===== src/rtl/rotor_stage_pkg.sv =====
// Shared constants for the rotor stage: default alphabet geometry,
// traversal direction encoding and the invalid-letter code.
package rotor_stage_pkg;

  localparam int unsigned ALPHA_DEF = 26;
  localparam int unsigned W_DEF     = 5;

  // in_dir encoding: right-to-left uses fwd, left-to-right uses inv
  localparam logic DIR_R2L = 1'b0;
  localparam logic DIR_L2R = 1'b1;

  // Letter code returned for out-of-alphabet inputs (all ones)
  localparam logic [W_DEF-1:0] LETTER_INVALID = '1;

endpackage


===== src/rtl/rotor_stage_mod_addsub.sv =====
// Combinational W-bit add/subtract modulo ALPHA; operands assumed < ALPHA.
module mod_addsub #(
  parameter int unsigned ALPHA = 26,
  parameter int unsigned W     = 5
) (
  input  logic [W-1:0] a,
  input  logic [W-1:0] b,
  input  logic         sub,
  output logic [W-1:0] sum_c
);

  localparam logic [W:0] MOD = (W+1)'(ALPHA);

  logic [W:0] a_x;
  logic [W:0] b_x;
  logic [W:0] raw;

  // One widened add/sub followed by a single conditional correction
  always_comb begin
    a_x   = {1'b0, a};
    b_x   = {1'b0, b};
    raw   = '0;
    sum_c = '0;
    if (sub) begin
      raw   = a_x - b_x;
      sum_c = (a_x < b_x) ? W'(raw + MOD) : W'(raw);
    end else begin
      raw   = a_x + b_x;
      sum_c = (raw >= MOD) ? W'(raw - MOD) : W'(raw);
    end
  end

endmodule


===== src/rtl/rotor_stage.sv =====
// Single rotor: programmable wiring with inverse table, ring offset,
// stepping position with turnover carry, and a one-cycle lookup pipe.
module rotor_stage
  import rotor_stage_pkg::*;
#(
  parameter int unsigned ALPHA = ALPHA_DEF,
  parameter int unsigned W     = W_DEF
) (
  input  logic         clk,
  input  logic         rst,
  input  logic         cfg_we,
  input  logic [W-1:0] cfg_addr,
  input  logic [W-1:0] cfg_data,
  input  logic [W-1:0] ring,
  input  logic [W-1:0] notch,
  input  logic         set_pos,
  input  logic [W-1:0] pos_in,
  input  logic         step_in,
  output logic [W-1:0] pos,
  output logic         turnover,
  input  logic         in_valid,
  input  logic         in_dir,
  input  logic [W-1:0] in_data,
  output logic         out_valid,
  output logic [W-1:0] out_data
);

  localparam logic [W:0]   ALPHA_X = (W+1)'(ALPHA);
  localparam logic [W-1:0] LAST    = W'(ALPHA - 1);
  localparam logic [W-1:0] INVALID = (W == W_DEF) ? W'(LETTER_INVALID) : {W{1'b1}};

  logic [W-1:0] fwd [ALPHA];
  logic [W-1:0] inv [ALPHA];

  logic         letter_ok_c;
  logic         cfg_ok_c;
  logic [W-1:0] letter_c;
  logic [W-1:0] dp_c;
  logic [W-1:0] e_c;
  logic [W-1:0] t_c;
  logic [W-1:0] tp_c;
  logic [W-1:0] res_c;
  logic [W-1:0] pos_load_c;
  logic [W:0]   pos_in_x;

  // Input qualification, table read and position-load reduction
  always_comb begin
    letter_ok_c = ({1'b0, in_data} < ALPHA_X);
    cfg_ok_c    = cfg_we && ({1'b0, cfg_addr} < ALPHA_X) && ({1'b0, cfg_data} < ALPHA_X);
    letter_c    = letter_ok_c ? in_data : '0;
    t_c         = (in_dir == DIR_L2R) ? inv[e_c] : fwd[e_c];
    pos_in_x    = {1'b0, pos_in};
    pos_load_c  = (pos_in_x >= ALPHA_X) ? W'(pos_in_x - ALPHA_X) : pos_in;
  end

  // Entry offset: e = in_data + pos - ring
  mod_addsub #(.ALPHA(ALPHA), .W(W)) u_entry_add (
    .a(letter_c), .b(pos), .sub(1'b0), .sum_c(dp_c)
  );
  mod_addsub #(.ALPHA(ALPHA), .W(W)) u_entry_sub (
    .a(dp_c), .b(ring), .sub(1'b1), .sum_c(e_c)
  );

  // Exit offset: out = t - pos + ring
  mod_addsub #(.ALPHA(ALPHA), .W(W)) u_exit_sub (
    .a(t_c), .b(pos), .sub(1'b1), .sum_c(tp_c)
  );
  mod_addsub #(.ALPHA(ALPHA), .W(W)) u_exit_add (
    .a(tp_c), .b(ring), .sub(1'b0), .sum_c(res_c)
  );

  // Wiring tables: identity on reset, paired forward/inverse writes
  always_ff @(posedge clk or posedge rst) begin
    if (rst) begin
      for (int i = 0; i < ALPHA; i++) begin
        fwd[i] <= W'(i);
        inv[i] <= W'(i);
      end
    end else if (cfg_ok_c) begin
      fwd[cfg_addr] <= cfg_data;
      inv[cfg_data] <= cfg_addr;
    end
  end

  // Position register with load-over-step priority and turnover carry
  always_ff @(posedge clk or posedge rst) begin
    if (rst) begin
      pos      <= '0;
      turnover <= 1'b0;
    end else begin
      turnover <= 1'b0;
      if (set_pos) begin
        pos <= pos_load_c;
      end else if (step_in) begin
        pos      <= (pos == LAST) ? '0 : W'(pos + W'(1));
        turnover <= (pos == notch);
      end
    end
  end

  // Lookup result register; data holds while no input is valid
  always_ff @(posedge clk or posedge rst) begin
    if (rst) begin
      out_valid <= 1'b0;
      out_data  <= '0;
    end else begin
      out_valid <= in_valid;
      if (in_valid) begin
        out_data <= letter_ok_c ? res_c : INVALID;
      end
    end
  end

endmodule


===== config.mk =====
export PLATFORM = sky130hd
export DESIGN_NAME = rotor_stage
export DESIGN_NICKNAME = d
export VERILOG_FILES = /design/src/rtl/rotor_stage_pkg.sv /design/src/rtl/rotor_stage_mod_addsub.sv /design/src/rtl/rotor_stage.sv
export SDC_FILE = /design/constraint.sdc
export NUM_CORES = 1
export LEC_CHECK = 0
export ABC_AREA = 1
export BUFFER_PORTS_ARGS = -buffer_cell sky130_fd_sc_hd__buf_2
export CAP_MARGIN = 20
export CORE_MARGIN = 4
export CORE_UTILIZATION = 35
export CTS_CLUSTER_SIZE = 10
export DETAILED_ROUTE_END_ITERATION = 8
export SYNTH_ARGS = -nofsm -noshare
export SYNTH_HDL_FRONTEND = slang
export SYNTH_SLANG_ARGS = --single-unit

===== constraint.sdc =====
create_clock -name clk -period 7.54 [get_ports clk]
set_input_delay 0.377 -clock clk [delete_from_list [all_inputs] [get_ports clk]]
set_output_delay 0.377 -clock clk [all_outputs]
set_load 0.03 [all_outputs]

## Word level (Yosys, flattened, before mapping)

Cells that the tools add are included.

| storage, ports and cells | value |
|---|---|
| bits in registers | 272 |
| word-level logic and storage cells | 114 |
| bits in read-only memories | 0 |
| bits in latches | 0 |
| bits in writable memories | 0 |
| memories | 0 |
| bits of input ports | 37 |
| output and inout bits | 12 |

| operators by class | value |
|---|---|
| reduce and logical (&&, ||, !) cells | 5 |
| eq/ne operators | 2 |
| add/subtract/negate cells | 10 |
| bitwise logic cells | 3 |
| divide/modulo/power cells | 0 |
| shifts and indexed selects | 0 |
| magnitude comparators | 13 |
| mux-type cells | 25 |
| multipliers | 0 |

Operator list:

| cell | count |
|---|---|
| bitwise mux 130 bit | 2 |
| two-way mux 5 bit | 17 |
| binary-select mux 5 bit (select 5 bit) | 2 |
| demux 5 bit (select 5 bit) | 2 |
| >= comparator 6 bit, second input constant | 3 |
| inverter 5 -> 6 bit | 3 |
| < comparator 5 bit, second input constant | 3 |
| subtractor 5 bit, second input constant | 3 |
| adder 5 x 5 -> 6 bit | 2 |
| >= comparator 6 x 5 -> 1 bit, second input constant | 2 |
| < comparator 6 x 1 -> 1 bit, second input constant | 2 |
| adder 5 bit, second input constant | 2 |
| < comparator 5 bit | 2 |
| subtractor 5 bit | 2 |
| adder 5 x 1 -> 5 bit, second input constant | 1 |
| == test 5 bit | 1 |
| == test 5 bit, second input constant | 1 |
| >= comparator 5 bit, second input constant | 1 |
| logical AND 1 bit | 4 |
| two-way mux 1 bit | 2 |
| nonzero test 2 bit | 1 |

## Depth between registers and ports, before layout

Gate-level depths: netlist of the first run.

| depth | value |
|---|---|
| depth after elaboration | 20 |
| depth in mapped cells | 48 |
| mapped depth without buffers | 47 |

## Modules after synthesis

From an unflattened synthesis of the first run, not the netlist that was laid out.

| unflattened totals | value |
|---|---|
| cells, all modules | 2,159 |
| area total of the unflattened synthesis | 16,027.9 sq um |

Modules (own cells, without submodules):

| module | seq. area each (sq um) | cells each | times used | area an instance (sq um) |
|---|---|---|---|---|
| rotor_stage | 6,949.2 | 1,699 | 1 | 13,300.3 |
| mod_addsub | 0.0 | 115 | 4 | 681.9 |

## Least setup slack after synthesis of the first run

OpenSTA, ideal clock, no wires.

| timing | value |
|---|---|
| kind | input -> register |
| from | input in_data[2] |
| to | register out_data[2] |
| cell stages on the path | 42 |
| arrival | 6.903 ns |
| data required time | 7.420 ns |
| setup time | 0.120 ns |
| path buffers | 1 |
| slack | 0.518 ns |
| path through | inv_1 -> a211oi_1 -> nor2_1 -> ha_1 -> fa_1 -> xor2_1 -> inv_1 -> a21oi_1 -> nand2_1 -> nand2_1 -> xor2_1 -> fa_1 -> xnor2_1 -> inv_1 -> ha_1 -> inv_1 -> nand4_1 -> nand2_1 -> (+6 left out) -> nand2_1 -> ha_1 -> inv_1 -> fa_1 -> xor2_1 -> ha_1 -> mux2_2 -> ha_1 -> a21oi_1 -> nand2_1 -> xor2_1 -> a21oi_1 -> nand2_1 -> nand2_1 -> nand2_1 -> nand2_1 -> o22ai_1 -> inv_1 |

| between the ends | value |
|---|---|
| cells in the longest elaborated chain, start to end | 20 |
| elaborated cells on any way between the ends | 27 |
| those cells by class | add/sub (8); order compare (5); mux (13); bitwise (1) |

Ends and longest elaborated chain:

| element | RTL line | text |
|---|---|---|
| start: declaration | rotor_stage.sv:23 | `input logic [W-1:0] in_data,` |
| < comparator 5 bit | rotor_stage.sv:48 | `letter_ok_c = ({1'b0, in_data} < ALPHA_X);` |
| two-way mux 5 bit | rotor_stage.sv:50 | `letter_c = letter_ok_c ? in_data : '0;` |
| adder 5 x 5 -> 6 bit | rotor_stage_mod_addsub.sv:28 | `raw = a_x + b_x;` |
| subtractor 5 bit or >= comparator 6 x 5 -> 1 bit (tied branches) | rotor_stage_mod_addsub.sv:29 | `sum_c = (raw >= MOD) ? W'(raw - MOD) : W'(raw);` |
| two-way mux 5 bit | rotor_stage_mod_addsub.sv:29 |  |
| subtractor 5 bit | rotor_stage_mod_addsub.sv:25 | `raw = a_x - b_x;` |
| adder 5 bit | rotor_stage_mod_addsub.sv:26 | `sum_c = (a_x < b_x) ? W'(raw + MOD) : W'(raw);` |
| two-way mux 5 bit | rotor_stage_mod_addsub.sv:26 |  |
| (+4 left out) | -- |  |
| two-way mux 5 bit | rotor_stage.sv:51 | `t_c = (in_dir == DIR_L2R) ? inv[e_c] : fwd[e_c];` |
| subtractor 5 bit | rotor_stage_mod_addsub.sv:25 |  |
| adder 5 bit | rotor_stage_mod_addsub.sv:26 |  |
| two-way mux 5 bit | rotor_stage_mod_addsub.sv:26 |  |
| adder 5 x 5 -> 6 bit | rotor_stage_mod_addsub.sv:28 |  |
| subtractor 5 bit or >= comparator 6 x 5 -> 1 bit (tied branches) | rotor_stage_mod_addsub.sv:29 |  |
| two-way mux 5 bit | rotor_stage_mod_addsub.sv:29 |  |
| two-way mux 5 bit * | rotor_stage.sv:109 | `out_data <= letter_ok_c ? res_c : INVALID;` |
| end signal: assignment | rotor_stage.sv:109 |  |
| end: declaration | rotor_stage.sv:25 | `output logic [W-1:0] out_data` |

Mark *: on every way between the ends. The rest lies on a longest branch, timed or not. The select of a mux whose other input is x is not followed.
A chain may end at the register's enable or synchronous reset.

## Final worst setup path of the first run

| timing | value |
|---|---|
| from | register pos[0] |
| to | register out_data[2] |

| between the ends | value |
|---|---|
| cells in the longest elaborated chain, start to end | 18 |
| elaborated cells on any way between the ends | 25 |
| those cells by class | add/sub (8); order compare (4); mux (12); bitwise (1) |

Ends and longest elaborated chain:

| element | RTL line | text |
|---|---|---|
| start: declaration | rotor_stage.sv:19 | `output logic [W-1:0] pos,` |
| start signal: assignment | rotor_stage.sv:93 | `pos <= pos_load_c;` |
| start signal: assignment | rotor_stage.sv:95 | `pos <= (pos == LAST) ? '0 : W'(pos + W'(1));` |
| adder 5 x 5 -> 6 bit | rotor_stage_mod_addsub.sv:28 |  |
| subtractor 5 bit or >= comparator 6 x 5 -> 1 bit (tied branches) | rotor_stage_mod_addsub.sv:29 |  |
| two-way mux 5 bit | rotor_stage_mod_addsub.sv:29 |  |
| subtractor 5 bit | rotor_stage_mod_addsub.sv:25 |  |
| adder 5 bit | rotor_stage_mod_addsub.sv:26 |  |
| two-way mux 5 bit | rotor_stage_mod_addsub.sv:26 |  |
| inverter 5 -> 6 bit (implied by the code) | rotor_stage.sv:51 |  |
| binary-select mux 5 bit (select 5 bit) | rotor_stage.sv:51 |  |
| two-way mux 5 bit (implied by the code) (2 in a row) | rotor_stage.sv:51 |  |
| two-way mux 5 bit | rotor_stage.sv:51 |  |
| subtractor 5 bit | rotor_stage_mod_addsub.sv:25 |  |
| adder 5 bit | rotor_stage_mod_addsub.sv:26 |  |
| two-way mux 5 bit * | rotor_stage_mod_addsub.sv:26 |  |
| adder 5 x 5 -> 6 bit * | rotor_stage_mod_addsub.sv:28 |  |
| subtractor 5 bit or >= comparator 6 x 5 -> 1 bit (tied branches) | rotor_stage_mod_addsub.sv:29 |  |
| two-way mux 5 bit * | rotor_stage_mod_addsub.sv:29 |  |
| two-way mux 5 bit * | rotor_stage.sv:109 |  |

Marked as above.

==> impl_results.rst, run 1 <==
.. list-table::
   :header-rows: 1

   * - Metric
     - Value
   * - Most used flip-flop cell after synthesis
     - sky130_fd_sc_hd__dfrtp_1
   * - Number of I/O pins
     - 49
   * - Critical path launch point
     - pos[0]
   * - Number of nets in the final layout
     - slightly below 2000
   * - Post-route clock skew
     - about 0.015 ns
   * - Vias per cell
     - 5.14
   * - Maximum frequency from static timing analysis
     - 141 MHz
   * - Crit Path Max Fanout
     - 22
   * - CP arrival
     - approximately 7.5 ns
   * - Fillers
     - 4025
   * - Fraction of layout cells with a size suffix above 1
     - around 14%
   * - Post-synthesis average cell area
     - roughly 7.7 um2
   * - Input/output buffers
     - 48
   * - Vias
     - 12500
   * - Routed WL per cell
     - between 15 and 20 um
   * - Number of flops mapped to enable cells by yosys
     - 0
   * - Total Routed Length
     - 40000 um
   * - Sum of negative setup slack
     - 0 ns
   * - Clock transition at path regs
     - around 0.06 ns
   * - Reg-to-reg setup timing slack
     - 0.46 ns
   * - Root Buffer Master
     - sky130_fd_sc_hd__clkbuf_16
   * - Maximum buffer depth of the clock tree
     - 3
   * - Relative slew margins
     - roughly 27%
   * - Share of synthesized area occupied by flip-flops and latches
     - 49.0%
   * - Critical Path Source Type
     - flop
   * - Core box area
     - around 40000 um2
   * - Kind of end point of the critical path
     - flop
   * - Min-delay worst type
     - in -> reg
   * - Total global routing track utilization
     - about 18%
   * - #FFs+latches synth
     - 272
   * - Number of sinks driven by the clock tree
     - between 200 and 300
   * - Number of DRC markers in iteration 0
     - approximately 1100
   * - Slew at the pin closest to its max-slew limit
     - 1.09 ns
   * - YS warnings
     - 0
   * - Number of global-route vias before repair
     - 11900
   * - Total congestion overflow
     - 0
   * - # diodes
     - 0
   * - Area added between synthesis and finish
     - 14.2%
   * - Most common library cell in the layout ignoring fill and taps
     - sky130_fd_sc_hd__nand2_1
   * - Cells on worst reg2reg path
     - 38
   * - Crit Reg-Reg Startpoint
     - pos[0]
   * - Async S/R FF share, synth
     - 100%
   * - Number of remaining DRC errors
     - 0
   * - Hold Path Stages
     - 1
   * - Count of standard-cell rows
     - 73
   * - Iteration count of the initial detailed-routing pass
     - 5
   * - Source of the worst hold timing path
     - in_valid
   * - Nets in the synthesized netlist
     - ~1900
   * - Count of maximum capacitance violations
     - 0
   * - H-tree lvl count
     - 2
   * - Number of antenna violations at the first check in global routing
     - 0
   * - Clock latency on the worst-skew pair
     - roughly 0.52 ns
   * - CTS tree
     - done
   * - Required arrival time at the worst endpoint
     - ~7.9 ns
   * - Endpoints failing setup
     - 0
   * - Run status
     - finished clean
   * - Starting density of the core
     - approximately 36%
   * - Post-layout min period
     - 7.08 ns
   * - Maximum single-stage delay on the critical path
     - ~0.47 ns
   * - Most frequent cells in the layout
     - sky130_fd_sc_hd__nand2_1 (583), sky130_fd_sc_hd__nor2_1 (270), sky130_fd_sc_hd__o21ai_0 (250), sky130_fd_sc_hd__dfrtp_1 (158), sky130_fd_sc_hd__nand3_1 (133)
   * - Final-report hold violation count
     - 0
   * - Total die area
     - between 40000 and 50000 um2
   * - Cell repeated most along the worst path
     - sky130_fd_sc_hd__nand2_1
   * - Top delay family on crit path
     - adder cells
   * - Number of buffers created by CTS
     - 34
   * - Final period utilization
     - a little over nine tenths
   * - Weighted congestion reported at the end of routability-driven placement
     - between 0.8 and 0.9
   * - End of the worst register-to-register path
     - out_data[2]
   * - ANT nets after route
     - 0
   * - Hold endpoint
     - out_valid
   * - Syn Std Cell Area
     - approximately 14000 um2
   * - Syn Inst Count
     - around 1800
   * - Number of distinct library cell variants in the gate-level netlist after synthesis
     - 38
   * - Largest net degree at the start of global routing
     - around 140
   * - Detailed Place HPWL
     - around 26000 um
   * - Worst setup path category
     - reg -> reg
   * - Width of the die
     - ~210 um
   * - Global-route wire length before repair
     - between 60000 and 70000 um
   * - Number of slew-limit violations in the final report
     - 0
   * - Cell with the largest stage delay on the worst path
     - sky130_fd_sc_hd__dfrtp_1
   * - Vertical die dimension
     - approximately 210 um
   * - Buffers plus inverters on the worst setup path
     - 6
kinds of logic (layout without fill, tap and decap cells):
family | count (synthesis) | in the layout | synth area share (%)
mux | 25 | 25 | 1.77
buf+inv | 152 | 213 | 4.21
fa+ha+maj | 31 | 31 | 2.95
xor+xnor | 17 | 17 | 1.05
simple gates | 1021 | 1021 | 29.1
flops | 272 | 272 | 49.0
compound gates | 329 | 329 | 11.9
worst max-delay path by stage:
stage	slack, ns	cells past startpoint	to
after floorplan	0.52	42	out_data[2]
after global placement	0.27	42	out_data[2]
after detailed placement	0.08	43	out_data[2]
after CTS	0.37	39	out_data[2]
after global routing	-0.008	38	out_data[2]
final	0.46	38	out_data[2]
per-stage QoR:
step | area (um2) | hold WS [ns] | cells | setup WS (ns) | utilization, %
2_1_floorplan | 14200 | 0.408 | 1847 | 0.518 | -
3_3_place_gp | 15100 | 0.420 | 2372 | 0.267 | 37.8
3_5_place_dp | 15100 | 0.424 | 2372 | 0.0816 | 37.8
4_1_cts | 16100 | 0.0534 | 2433 | 0.375 | 40.4
5_1_grt | 16200 | 0.0547 | 2433 | -0.00774 | 40.6
6_report | 16200 | 0.0715 | 2433 | 0.462 | 40.6
synth_stat cells, types with 3 or more instances:
cell type	number	area, um2
sky130_fd_sc_hd__or2_2	3	18.8
sky130_fd_sc_hd__nand4_1	7	43.8
sky130_fd_sc_hd__a31oi_1	3	18.8
sky130_fd_sc_hd__nor4_1	3	18.8
sky130_fd_sc_hd__buf_1	5	18.8
sky130_fd_sc_hd__xor2_1	13	114
sky130_fd_sc_hd__inv_1	66	248
sky130_fd_sc_hd__xnor2_1	4	35.0
sky130_fd_sc_hd__o21ai_0	252	1260
sky130_fd_sc_hd__nor3_1	9	45.0
sky130_fd_sc_hd__buf_2	15	75.1
sky130_fd_sc_hd__nand2_2	3	18.8
sky130_fd_sc_hd__a21oi_1	38	190
sky130_fd_sc_hd__o21ai_1	22	110
sky130_fd_sc_hd__mux2i_1	24	240
sky130_fd_sc_hd__fa_1	4	80.1
sky130_fd_sc_hd__o211ai_1	5	37.5
sky130_fd_sc_hd__inv_2	4	15.0
sky130_fd_sc_hd__nand2_1	584	2190
sky130_fd_sc_hd__nand3_1	133	666
sky130_fd_sc_hd__nor4_2	6	75.1
sky130_fd_sc_hd__ha_1	27	338
sky130_fd_sc_hd__nor2_1	270	1010
sky130_fd_sc_hd__dfstp_2	114	3000
sky130_fd_sc_hd__dfrtp_1	158	3950
sky130_fd_sc_hd__clkbuf_1	57	214
sky130_fd_sc_hd__clkinv_1	3	11.3
sequential cells by signal, summed over array words and instances (netlist names):
register,count
fwd,130
inv,130
out_data,5
pos,5
out_valid,1
turnover,1
repair_timing:
item,CTS,global route
hold buffers,1,0
hold endpoints to repair,15,0
endpoints found under the setup margin,0,4
resized for setup,0,11
setup buffers,0,0
per-layer routing:
layer / share of wire, % / GRT usage, % / up-vias
met2: 44 / 27.6 / 361
met3: 5.8 / 2.49 / 61
met5: 0 / 0 / -
li1: - / - / 6099
met4: 2.2 / 4.57 / 0
met1: 48 / 26.8 / 5978
cell type report:
type | count | area (um2) | share of cell area, %
sequential | 272 | 6950 | 42.9
multi-input combinational | 1423 | 6690 | 41.3
clock buffer | 57 | 978 | 6.04
tap | 525 | 657 | 4.06
timing repair buffer | 80 | 574 | 3.55
inverter | 73 | 279 | 1.72
clock inverter | 3 | 62.6 | 0.386
Power of run 1 is left out: the tool's default activity adds up to more than one toggle a clock period on the data nets, which glitch-free logic cannot reach.
==> run 2: changes to the inputs <==
--- a/config.mk
+++ b/config.mk
@@ -8,10 +8,13 @@
 export ABC_AREA = 1
 export BUFFER_PORTS_ARGS = -buffer_cell sky130_fd_sc_hd__buf_2
 export CAP_MARGIN = 20
+export CELL_PAD_IN_SITES_DETAIL_PLACEMENT = 1
+export CELL_PAD_IN_SITES_GLOBAL_PLACEMENT = 1
 export CORE_MARGIN = 4
 export CORE_UTILIZATION = 35
 export CTS_CLUSTER_SIZE = 10
 export DETAILED_ROUTE_END_ITERATION = 8
+export PLACE_DENSITY_LB_ADDON = 0.1
 export SYNTH_ARGS = -nofsm -noshare
 export SYNTH_HDL_FRONTEND = slang
 export SYNTH_SLANG_ARGS = --single-unit
==> constraint.sdc (replaced) <==
create_clock -name clk -period 8.65 [get_ports clk]
set_input_delay 0.4325 -clock clk [delete_from_list [all_inputs] [get_ports clk]]
set_output_delay 0.4325 -clock clk [all_outputs]
set_load 0.03 [all_outputs]
==> run 2 against run 1 <==
First-iteration DRC count fell by 32%; highest routed layer unchanged; via count hardly changed; non-clock buffer count is 7 lower; final cell count down 0.16%; clock skew is 0.0090 ns higher; core utilization decreased by 0.12 points; worst hold slack improved by 0.013 ns; worst setup slack improved by 0.41 ns; maximum frequency is 9.1% lower; register-to-register slack better by 0.41 ns; flip-flop and latch count is the same.
==> impl_results.rst, run 2 (synthesis results as in run 1) <==
.. list-table::
   :header-rows: 1

   * - Metric
     - Value
   * - Number of slew-limit violations in the final report
     - 0 (unchanged)
   * - Width of the die
     - 209 um (unchanged)
   * - Required arrival time at the worst endpoint
     - 9.09 ns (+1.15 ns)
   * - # diodes
     - 0 (unchanged)
   * - Crit Path Max Fanout
     - 20 (-9.1%)
   * - Number of sinks driven by the clock tree
     - 272 (unchanged)
   * - Post-layout min period
     - 7.78 ns (+0.705 ns)
   * - Sum of negative setup slack
     - 0 ns (unchanged)
   * - Vertical die dimension
     - 209 um (unchanged)
   * - Number of setup buffers added after CTS
     - 0 (unchanged)
   * - Post-layout utilization of the core
     - 40.4% (-0.12 points)
   * - Number of I/O pins
     - 49 (unchanged)
   * - Min-delay worst type
     - in -> reg
   * - Most common library cell in the layout ignoring fill and taps
     - sky130_fd_sc_hd__nand2_1
   * - Cell with the largest stage delay on the worst path
     - sky130_fd_sc_hd__nand2_1
   * - Most frequent cells in the layout
     - sky130_fd_sc_hd__nand2_1 (584), sky130_fd_sc_hd__nor2_1 (270), sky130_fd_sc_hd__o21ai_0 (251), sky130_fd_sc_hd__dfrtp_1 (158), sky130_fd_sc_hd__nand3_1 (133)
   * - Number of buffers created by CTS
     - 35 (+2.9%)
   * - Number of antenna violations at the first check in global routing
     - 1 (+1)
   * - Number of nets in the final layout
     - 1946 (-0.31%)
   * - H-tree lvl count
     - 2 (unchanged)
   * - Number of gates resized after cts
     - 0 (unchanged)
   * - Fraction of layout cells with a size suffix above 1
     - 13.3% (-0.44 points)
   * - Number of DRC markers in iteration 0
     - 776 (-32%)
   * - Fillers
     - 4915 (+22%)
   * - Iteration count of the initial detailed-routing pass
     - 5 (unchanged)
   * - Largest registers
     - fwd (130), inv (130)
   * - Maximum single-stage delay on the critical path
     - 0.63 ns (+0.16 ns)
   * - Count of maximum capacitance violations
     - 0 (unchanged)
   * - Number of global-route vias before repair
     - 13100 (+10%)
   * - Critical Path Source Type
     - flop
   * - Kind of end point of the critical path
     - flop
   * - Final cell count without fillers
     - 2429 (-0.16%)
   * - Maximum buffer depth of the clock tree
     - 3 (unchanged)
   * - Run status
     - finished clean
   * - Final-report hold violation count
     - 0 (unchanged)
   * - Routed WL per cell
     - 19.1 um (+16%)
   * - Area added between synthesis and finish
     - 13.9%
   * - Root Buffer Master
     - sky130_fd_sc_hd__clkbuf_16
   * - Weighted congestion reported at the end of routability-driven placement
     - 0.807 (-3.6%)
   * - Relative slew margins
     - 33.7% (+6.9 points)
   * - Starting density of the core
     - 35.5% (unchanged)
   * - Count of standard-cell rows
     - 73 (unchanged)
   * - Vias
     - 12500 (+0.0080%)
   * - Combined area of the multi-input logic cells
     - 6650 um2 (-0.67%)
   * - Global-route wire length before repair
     - 74800 um (+15%)
   * - Total Routed Length
     - 46400 um (+16%)
   * - Largest net degree at the start of global routing
     - 135 (-5.6%)
   * - CP arrival
     - 8.22 ns (+0.74 ns)
   * - Slew at the pin closest to its max-slew limit
     - 0.988 ns (-0.103 ns)
   * - Post-route clock skew
     - 0.0236 ns (+0.00896 ns)
   * - ANT nets after route
     - 0 (unchanged)
   * - Sequential cell area
     - 6950 um2 (unchanged)
   * - Maximum frequency from static timing analysis
     - 128 MHz (-9.1%)
   * - Number of buffers added to fix hold violations after cts
     - 0 (-1)
   * - Clock transition at path regs
     - 0.05 ns (about the same)
   * - Core box area
     - 39900 um2 (unchanged)
   * - Endpoints failing setup
     - 0 (unchanged)
   * - Total global routing track utilization
     - 21.3% (+3.3 points)
   * - Cell Count Post-Placement
     - 2366 (-0.25%)
   * - Detailed Place HPWL
     - 30400 um (+17%)
   * - Final period utilization
     - 90.0% (-3.9 points)
   * - Total die area
     - 43800 um2 (unchanged)
   * - CTS tree
     - done
   * - Total congestion overflow
     - 0 (unchanged)
   * - Clock latency on the worst-skew pair
     - 0.55 ns (+0.03 ns)
   * - Input/output buffers
     - 48 (unchanged)
   * - Number of remaining DRC errors
     - 0 (unchanged)
   * - Vias per cell
     - 5.15 (+0.17%)
   * - Worst setup path category
     - reg -> reg
   * - RSZ-0062 raised after global routing
     - no
   * - Cell repeated most along the worst path
     - sky130_fd_sc_hd__nand2_1
## run 2: worst paths after layout
| kind | startpoint | end | slack, ns | cells past startpoint |
|---|---|---|---|---|
| max in group asynchronous | rst | fwd[127] | 6.96 | 3 |
| setup / recovery | pos[0] | out_data[1] | 0.87 | 38 |
| min in group asynchronous | rst | inv[126] | 0.11 | 2 |
| hold / removal | in_valid | out_valid | 0.08 | 1 |
| hold reg to reg | fwd[11] | fwd[11] | 0.47 | 2 |
| setup reg to reg | pos[0] | out_data[1] | 0.87 | 38 |
## run 2: area by class of cell
cell class	instances	share of cell area, %
inverter	73	1.75
clock inverter	2	0.217
clock buffer	61	6.67
tap	525	4.07
timing repair buffer	73	3.08
multi-input combinational	1423	41.2
sequential	272	43.0
## run 2: stage by stage
stage | hold slack, ns | instance area (um2) | setup WS [ns]
after global routing | 0.0859 | 16100 | 0.257
final | 0.0842 | 16100 | 0.867
after CTS | 0.0664 | 16100 | 0.882
after detailed placement | 0.469 | 15000 | 0.498
after global placement | 0.462 | 15000 | 0.668
after floorplan | 0.452 | 14200 | 0.911
## run 2: metal layers
metal / global-route usage [%] / up-vias / wire length (um)
met5: 0 / - / 0
met4: 5.67 / 0 / 1010
met3: 3.05 / 54 / 1570
met2: 33.4 / 180 / 20700
met1: 31.1 / 6172 / 23100
li1: - / 6094 / -
## run 2: critical path, delay by kind of cell (launching register included)
family,cells,cell delay (ns)
buf+inv,6,0.39
xor+xnor,5,1.18
mux,1,0.27
compound gates,4,0.56
fa+ha+maj,8,2.48
flops,1,0.51
simple gates,14,2.24
Power of run 2 is left out for the same reason.
